$ cat config.mk
export PLATFORM = sky130hd
export DESIGN_NAME = soft_recursion_scheduler
export DESIGN_NICKNAME = d
export VERILOG_FILES = /design/src/rtl/soft_recursion_scheduler.sv
export SDC_FILE = /design/constraint.sdc
export NUM_CORES = 1
export LEC_CHECK = 0
export ABC_AREA = 1
export CORE_AREA = 2 2 247 151
export CTS_CLUSTER_DIAMETER = 40
export CTS_CLUSTER_SIZE = 14
export DETAILED_ROUTE_END_ITERATION = 12
export DIE_AREA = 0 0 249 153
export PLACE_DENSITY = 0.71
export SLEW_MARGIN = 0
export SYNTH_ARGS = -nofsm -noshare
export SYNTH_HDL_FRONTEND = slang
export SYNTH_SLANG_ARGS = --single-unit
$ cat constraint.sdc
create_clock -name clk -period 3.99 [get_ports clk]
set_input_delay 0.9975 -clock clk [delete_from_list [all_inputs] [get_ports clk]]
set_output_delay 0.9975 -clock clk [all_outputs]
set_load 0.02 [all_outputs]
$ cat src/rtl/soft_recursion_scheduler.sv
// soft_recursion_scheduler
// Queues (strand, N, tag) jobs for the soft forward/backward recursion engine,
// launches each job with a one-cycle start pulse, holds the engine inputs
// steady while the engine runs and while the consumer reads alpha/beta, and
// only moves on once the consumer acknowledges.
//
// Optional feature: define SOFT_REC_WATCHDOG_EN to add a run-time watchdog
// and the extra 'timeout' output.
//
// Ports:
//   clk, rst_n                 clock, asynchronous active-low reset
//   in_valid/in_ready          job handshake
//   in_strand, in_len, in_tag  job payload (received strand, post-IDS length N, id)
//   eng_start                  one-cycle start pulse to the engine
//   eng_strand, eng_N          engine inputs, stable from pop until HOLD exits
//   eng_done                   engine done level (stale until the engine clears it)
//   res_valid, res_tag         current job's results are readable
//   res_ack                    consumer done reading (only honoured in HOLD)
//   err_len                    one-cycle pulse: job dropped for illegal length
//   busy                       FSM active or jobs still queued
//   jobs_done                  completed-job counter, wraps
//   timeout                    (watchdog build only) result produced by watchdog
//
// States:
//   IDLE   | waiting for a queued job; pops and latches it when one is present
//   LAUNCH | eng_start asserted for this single cycle
//   ARM    | one-cycle blanking of the stale eng_done level
//   RUN    | waiting for eng_done
//   HOLD   | res_valid asserted until res_ack

module soft_recursion_scheduler #(
    parameter int DATA_WIDTH     = 32,
    parameter int n              = 10,
    parameter int FIFO_DEPTH     = 4,
    parameter int TAG_WIDTH      = 4,
    parameter int TIMEOUT_CYCLES = 4096
) (
    input  logic                  clk,
    input  logic                  rst_n,
    input  logic                  in_valid,
    output logic                  in_ready,
    input  logic [DATA_WIDTH-1:0] in_strand,
    input  logic [31:0]           in_len,
    input  logic [TAG_WIDTH-1:0]  in_tag,
    output logic                  eng_start,
    output logic [DATA_WIDTH-1:0] eng_strand,
    output logic [31:0]           eng_N,
    input  logic                  eng_done,
    output logic                  res_valid,
    output logic [TAG_WIDTH-1:0]  res_tag,
    input  logic                  res_ack,
    output logic                  err_len,
    output logic                  busy,
    output logic [15:0]           jobs_done
`ifdef SOFT_REC_WATCHDOG_EN
    ,
    output logic                  timeout
`endif
);

    localparam int AW = $clog2(FIFO_DEPTH);
    localparam logic [31:0] LIM_DW = 32'(DATA_WIDTH);
    localparam logic [31:0] LIM_N  = 32'(3 * n);

    if (FIFO_DEPTH < 2 || (1 << AW) != FIFO_DEPTH) begin : g_bad_depth
        $error("FIFO_DEPTH must be a power of two and at least 2");
    end
    if (TIMEOUT_CYCLES < 2) begin : g_bad_timeout
        $error("TIMEOUT_CYCLES must be at least 2");
    end

    typedef enum logic [2:0] {
        IDLE   = 3'd0,
        LAUNCH = 3'd1,
        ARM    = 3'd2,
        RUN    = 3'd3,
        HOLD   = 3'd4
    } state_t;

    state_t state_q, state_d;

    // ---------------- job FIFO ----------------
    logic [DATA_WIDTH-1:0] strand_mem [FIFO_DEPTH];
    logic [31:0]           len_mem    [FIFO_DEPTH];
    logic [TAG_WIDTH-1:0]  tag_mem    [FIFO_DEPTH];

    // One extra pointer bit distinguishes full from empty.
    logic [AW:0] wr_ptr_q, rd_ptr_q;
    logic        fifo_empty, fifo_full;
    logic        len_ok, hs, push, pop;

    assign fifo_empty = (wr_ptr_q == rd_ptr_q);
    assign fifo_full  = (wr_ptr_q[AW] != rd_ptr_q[AW]) &&
                        (wr_ptr_q[AW-1:0] == rd_ptr_q[AW-1:0]);

    assign len_ok = (in_len != 32'd0) && (in_len <= LIM_DW) && (in_len <= LIM_N);
    assign in_ready = !fifo_full;
    assign hs       = in_valid && in_ready;
    assign push     = hs && len_ok;
    assign pop      = (state_q == IDLE) && !fifo_empty;

    always_ff @(posedge clk or negedge rst_n) begin
        if (!rst_n) begin
            wr_ptr_q <= '0;
            rd_ptr_q <= '0;
        end else begin
            if (push) wr_ptr_q <= wr_ptr_q + 1'b1;
            if (pop)  rd_ptr_q <= rd_ptr_q + 1'b1;
        end
    end

    always_ff @(posedge clk) begin
        if (push) begin
            strand_mem[wr_ptr_q[AW-1:0]] <= in_strand;
            len_mem[wr_ptr_q[AW-1:0]]    <= in_len;
            tag_mem[wr_ptr_q[AW-1:0]]    <= in_tag;
        end
    end

    // ---------------- FSM ----------------
    logic complete;
`ifdef SOFT_REC_WATCHDOG_EN
    localparam int CW = $clog2(TIMEOUT_CYCLES + 1);
    logic [CW-1:0] wd_cnt_q, wd_cnt_d;
    logic          wd_fire;
    logic          timeout_q;
`endif

    always_comb begin
        state_d  = state_q;
        complete = 1'b0;
`ifdef SOFT_REC_WATCHDOG_EN
        wd_fire  = 1'b0;
`endif
        unique case (state_q)
            IDLE:   if (!fifo_empty) state_d = LAUNCH;
            LAUNCH: state_d = ARM;
            ARM:    state_d = RUN;
            RUN: begin
                if (eng_done) begin
                    state_d  = HOLD;
                    complete = 1'b1;
                end
`ifdef SOFT_REC_WATCHDOG_EN
                else if (wd_cnt_q == CW'(TIMEOUT_CYCLES - 1)) begin
                    state_d = HOLD;
                    wd_fire = 1'b1;
                end
`endif
            end
            HOLD:   if (res_ack) state_d = IDLE;
            default: state_d = IDLE;
        endcase
    end

`ifdef SOFT_REC_WATCHDOG_EN
    // Counts cycles spent in ARM/RUN; zero on ARM entry.
    always_comb begin
        wd_cnt_d = '0;
        if (state_q == ARM || state_q == RUN) wd_cnt_d = wd_cnt_q + 1'b1;
    end

    always_ff @(posedge clk or negedge rst_n) begin
        if (!rst_n) begin
            wd_cnt_q  <= '0;
            timeout_q <= 1'b0;
        end else begin
            wd_cnt_q <= wd_cnt_d;
            if (wd_fire)
                timeout_q <= 1'b1;
            else if (state_q == HOLD && res_ack)
                timeout_q <= 1'b0;
        end
    end

    assign timeout = timeout_q;
`endif

    logic [DATA_WIDTH-1:0] eng_strand_q;
    logic [31:0]           eng_n_q;
    logic [TAG_WIDTH-1:0]  res_tag_q;
    logic [15:0]           jobs_done_q;
    logic                  err_len_q;

    always_ff @(posedge clk or negedge rst_n) begin
        if (!rst_n) begin
            state_q      <= IDLE;
            eng_strand_q <= '0;
            eng_n_q      <= '0;
            res_tag_q    <= '0;
            jobs_done_q  <= '0;
            err_len_q    <= 1'b0;
        end else begin
            state_q   <= state_d;
            err_len_q <= hs && !len_ok;
            // Engine inputs only change on a pop, which can only happen in IDLE.
            if (pop) begin
                eng_strand_q <= strand_mem[rd_ptr_q[AW-1:0]];
                eng_n_q      <= len_mem[rd_ptr_q[AW-1:0]];
                res_tag_q    <= tag_mem[rd_ptr_q[AW-1:0]];
            end
            if (complete) jobs_done_q <= jobs_done_q + 16'd1;
        end
    end

    assign eng_start  = (state_q == LAUNCH);
    assign res_valid  = (state_q == HOLD);
    assign busy       = (state_q != IDLE) || !fifo_empty;
    assign eng_strand = eng_strand_q;
    assign eng_N      = eng_n_q;
    assign res_tag    = res_tag_q;
    assign jobs_done  = jobs_done_q;
    assign err_len    = err_len_q;

endmodule

==> After elaboration in Yosys (flattened, before gate mapping) <==
Memory sizes are Yosys's and may differ from the RTL's. A register that Yosys moved wholly into a read port is not among the register bits.
Index checks and enable logic that the tools add are counted.
{ "classes": {"n_mux": 8, "n_reduce_logical": 18, "eq_ne": 10, "magnitude_cmp": 2, "add_sub_neg": 3} }
{ "op_table": {"columns": ["operator", "n"], "rows": [
  ["$le 32x5->1 const B", 1],
  ["$le 32x6->1 const B", 1],
  ["$reduce_bool 32->1", 1],
  ["$add 16x1->16 const B", 1],
  ["$pmux 3 s5", 1],
  ["$mux 3", 3],
  ["$logic_and 1x1->1", 7],
  ["$add 3x1->3 const B", 2],
  ["$eq 3x2->1 const B", 2],
  ["$logic_not 1->1", 6],
  ["$mux 1", 4],
  ["$ne 2x2->1 const B", 2],
  ["$eq 3x1->1 const B", 1],
  ["$eq 3x3->1", 1],
  ["$eq 3x3->1 const B", 1],
  ["$logic_not 3->1", 1],
  ["$reduce_and 3->1", 1],
  ["$reduce_bool 3->1", 1],
  ["$eq 2x2->1", 1],
  ["$ne 2x1->1 const B", 1],
  ["$logic_or 1x1->1", 1],
  ["$ne 1x1->1", 1]
]} }
{ "word_totals": {"in_bits": 73, "mem_bits_rw": 272, "regBits": 26, "mem_count": 3} }
{ "mem_list": {"columns": ["name", "words", "word_bits", "rd", "rd_ports_with_merged_regs", "write_ports", "line_no", "text"], "rows": [
  ["len_mem", 4, 32, 1, 1, 1, "84", "logic [31:0] len_mem [FIFO_DEPTH];"],
  ["strand_mem", 4, 32, 1, 1, 1, "83", "logic [DATA_WIDTH-1:0] strand_mem [FIFO_DEPTH];"],
  ["tag_mem", 4, 4, 1, 1, 1, "85", "logic [TAG_WIDTH-1:0] tag_mem [FIFO_DEPTH];"]
]} }

==> Longest topological paths before layout <==
{ "depth": {"word_depth": 7, "mapped_depth": 11, "mapped_depth_nobuf": 10} }

==> Worst setup path after synthesis <==
OpenSTA, ideal clock, no wires.
{ "synth_path": {"path_type": "input port to flip-flop", "from": "in in_len[0]", "to": "mem len_mem[0][0], enable pin", "arrival_time_ns": 4.502, "slack_ns": -1.007, "required_time_ns": 3.495, "path_buffers": 0, "stages": 6, "cell_sequence": "or2_0 -> nand2_1 -> nand2_1 -> nor2_1 -> nand3_2 -> nor2_1"} }
{ "synth_via": {"elab_chain_cells": 6, "word_cells_on_any_way": 8, "classes_between": "2 x order compare; 2 x mux; 4 x reduce/logical"} }
{ "synth_rtl": {"columns": ["element", "line_no", "text"], "rows": [
  ["from (decl)", "43", "input logic [31:0] in_len,"],
  ["$le 32x6->1 or $reduce_bool 32->1 (tied branches)", "96", "assign len_ok = (in_len != 32'd0) && (in_len <= LIM_DW) && (in_len <= LIM_N);"],
  ["$logic_and 1x1->1", "96", null],
  ["$logic_and 1x1->1 *", "96", null],
  ["$logic_and 1x1->1 *", "99", "assign push = hs && len_ok;"],
  ["$mux 1 *", "113", "if (push) begin"],
  ["$mux 1 (implied by the code) *", "115", "len_mem[wr_ptr_q[AW-1:0]] <= in_len;"],
  ["to (decl)", "84", null]
]} }
Every way passes the cells marked *; elsewhere a longest branch is shown, timed or not.

==> Worst setup path after layout <==
{ "layout_path": {"from": "reg rd_ptr_q[0]", "to": "out busy"} }
{ "layout_via": {"elab_chain_cells": 3} }
{ "layout_rtl": {"columns": ["element", "line_no", "text"], "rows": [
  ["from (decl)", "88", "logic [AW:0] wr_ptr_q, rd_ptr_q;"],
  ["from (signal assigned)", "108", "if (pop) rd_ptr_q <= rd_ptr_q + 1'b1;"],
  ["$eq 3x3->1", "92", "assign fifo_empty = (wr_ptr_q == rd_ptr_q);"],
  ["$logic_not 1->1", "208", "assign busy = (state_q != IDLE) || !fifo_empty;"],
  ["$logic_or 1x1->1", "208", null],
  ["to (decl)", "53", "output logic busy,"]
]} }
No other way between the ends.

==> out/metrics.csv <==
metric,value,unit
maxCapViolations,0,
status,finished clean,
nets,1366,
route.detailed.drc,0,
min_period_over_period,0.925,
layout_min_cycle_time,3.69,ns
cp_cell_sequence,buf_4 > nand2_1 > nand2_2 > nand4_4 > nand3b_1 > clkdlybuf4s50_1,
tritoncts,done,
synth_top_cell_by_area,edfxtp_1,
combPwrFrac,0.339,
layout-drive-gt1-share,0.0753,
viasPerCell,5.15,
syn_inst,1134,
postCtsSetupBuffers,0,
swShare,0.363,
end_kind,output port,
wl_met1,16.4,mm
clkPwrFrac,0.270,
antenna_found_initial,2,
ys_seq_area_frac,0.742,
max_clock_freq,271,MHz
cts.htree.levels,2,
fin_skew,0.0168,ns
async_flop_share,0.257,
finalHoldViolations,0,
p_switching,4490,uW
seqPwrFrac,0.391,
cts_buffers,39,
hold_class,flop to flop,
cts_resized,0,
critPathMaxStageDelay,0.56,ns
hpwl,20.6,mm
yosys_warnings,0,
vias,9233,
dp_slack,0.438,ns
multi_input_area,0.00328,mm^2
cellLeakagePower,0.00645,uW
p_per_area,706,mW/mm^2
grt_overflow,0,
gp_congestion,0.771,
grt_pass1_vias,9298,
clkTransAtPathRegs,0.06,ns
whs,0.480,ns
fp-row-count,54,
drtPass1Iterations,5,
ys_ff_latch,366,
synth_nets,1213,
slew_headroom,0.365,
port_buffers,161,
clk_path_buf_depth,3,
synth_edf_count,272,
wl_met2,15.3,mm
rsz0062_at_grt,no,
ios,162,
cts-root-buf,clkbuf_16,
setup_viol,0,
synth_area_per_cell,12.5,um^2
cts.sinks,366,
finalPower,12400,uW
hold_buffers,0,
totalWireLength,34.3,mm
fin_cells,1792,
insertion_delay,0.53,ns
worst-path-max-fanout,57,
worst_pin_slew,0.953,ns
n_fill_cell,3072,
drt_iter0_markers,803,
worstPathArrival,2.69,ns
worstSetupPathType,flop to output port,
die_x,249,um
ant_nets,0,
synth_top_area_frac,0.576,
drv_slew,0,
fin_area,0.0175,mm^2
place_area,0.0163,mm^2
synthDistinctLibCells,30,
slowest_stage,clkdlybuf4s50_1,
vdd_drop_max,0.447,mV
coreArea,0.0359,mm^2
final_cell_mix,"edfxtp_1, nand2_1, nor2_1, clkdlybuf4s50_1, o21ai_0",
p_int,7870,uW
routed.top_layer,met5,
mappedNetlistArea,0.0142,mm^2
met3_length,2.26,mm
ys_top_cells_by_area,"edfxtp_1, dfrtp_1, o21ai_0",
start_kind,flop,
gr-usage-all-layers,0.183,
die-height,153,um
grt_pass1_wl,54.3,mm
grt_max_degree,92,
syn2layout_area_growth,23.5,%
setup_slack,0.299,ns
start_util,0.395,
final_common_cell,edfxtp_1,
dp_cells,1722,
routedWlPerCell,19.2,um
required,2.99,ns
seqCellArea,0.0105,mm^2
dieArea,0.0381,mm^2
synth_ff_type,edfxtp_1,
stage by stage:
step	TNS, ns	utilization
after global placement	0	0.455
after CTS	0	0.488
after global routing	0	0.488
final	0	0.488
after detailed placement	0	0.455
after floorplan	-205.39	-
power by group through the flow:
stage,combinational [uW],sequential (uW),clock [uW]
4_1_cts,4240,4830,3420
2_1_floorplan,2210,5240,0
5_1_grt,4610,4890,3590
6_report,4190,4830,3340
3_5_place_dp,4220,4900,0
3_3_place_gp,4140,4900,0
final cells by class:
class	instances	area share
Antenna cell	1	0.000143
Multi-Input combinational cell	675	0.187
Timing Repair Buffer	178	0.104
Clock buffer	49	0.0584
Tap cell	476	0.0340
Sequential cell	366	0.601
Clock inverter	20	0.00893
Inverter	27	0.00607
synth_stat cells (12+ instances only):
library cell / number
edfxtp_1: 272
nor2_1: 171
nand2_1: 169
o21ai_0: 130
dfrtp_1: 94
nand3_1: 76
o22ai_1: 68
clkbuf_1: 31
inv_1: 24
buf_2: 18
xor2_1: 12
sequential cells by signal, summed over array words and instances (netlist names):
name        flops
res_tag         4
err_len         1
strand_mem    128
eng_strand     32
tag_mem        16
wr_ptr_q        3
rd_ptr_q        3
state_q         3
eng_N          32
len_mem       128
jobs_done      16
worst max-delay path: cells and delay by family, from the launching register on:
| family | cells | cell delay, ns |
|---|---|---|
| DFF | 1 | 0.42 |
| buffers and inverters | 2 | 1.05 |
| and+or+nand+nor | 4 | 0.69 |
layer usage:
layer  vias up  GRT usage
li1       4347          -
met2       308      0.273
met1      4540      0.276
met5         -          0
met3        36     0.0387
met4         2     0.0355
cells by family (layout without fill, tap and decap cells):
kind of cell             after synthesis  after routing  share of synthesized area
other                                  0              1                          0
adder cells (fa/ha/maj)                6              6                    0.00529
AO/OA/AOI/OAI                        211            211                     0.0805
XOR/XNOR                              15             15                    0.00926
buffers and inverters                 93            274                     0.0286
flip-flops                           366            366                      0.742
AND/OR/NAND/NOR                      443            443                      0.135
worst paths after layout:
kind / startpoint / end / slack (ns) / cells after the start
max in group asynchronous: rst_n / eng_strand[15] / 2.78 / 2
max reg2reg: rd_ptr_q[0] / len_mem[2][27] / 1.44 / 9
min in group asynchronous: rst_n / eng_N[29] / 0.49 / 1
min reg2reg: eng_N[24] / eng_N[24] / 0.48 / 2
max: rd_ptr_q[0] / busy / 0.30 / 6
min: eng_N[24] / eng_N[24] / 0.48 / 2
(Power assumes the default switching activity.)
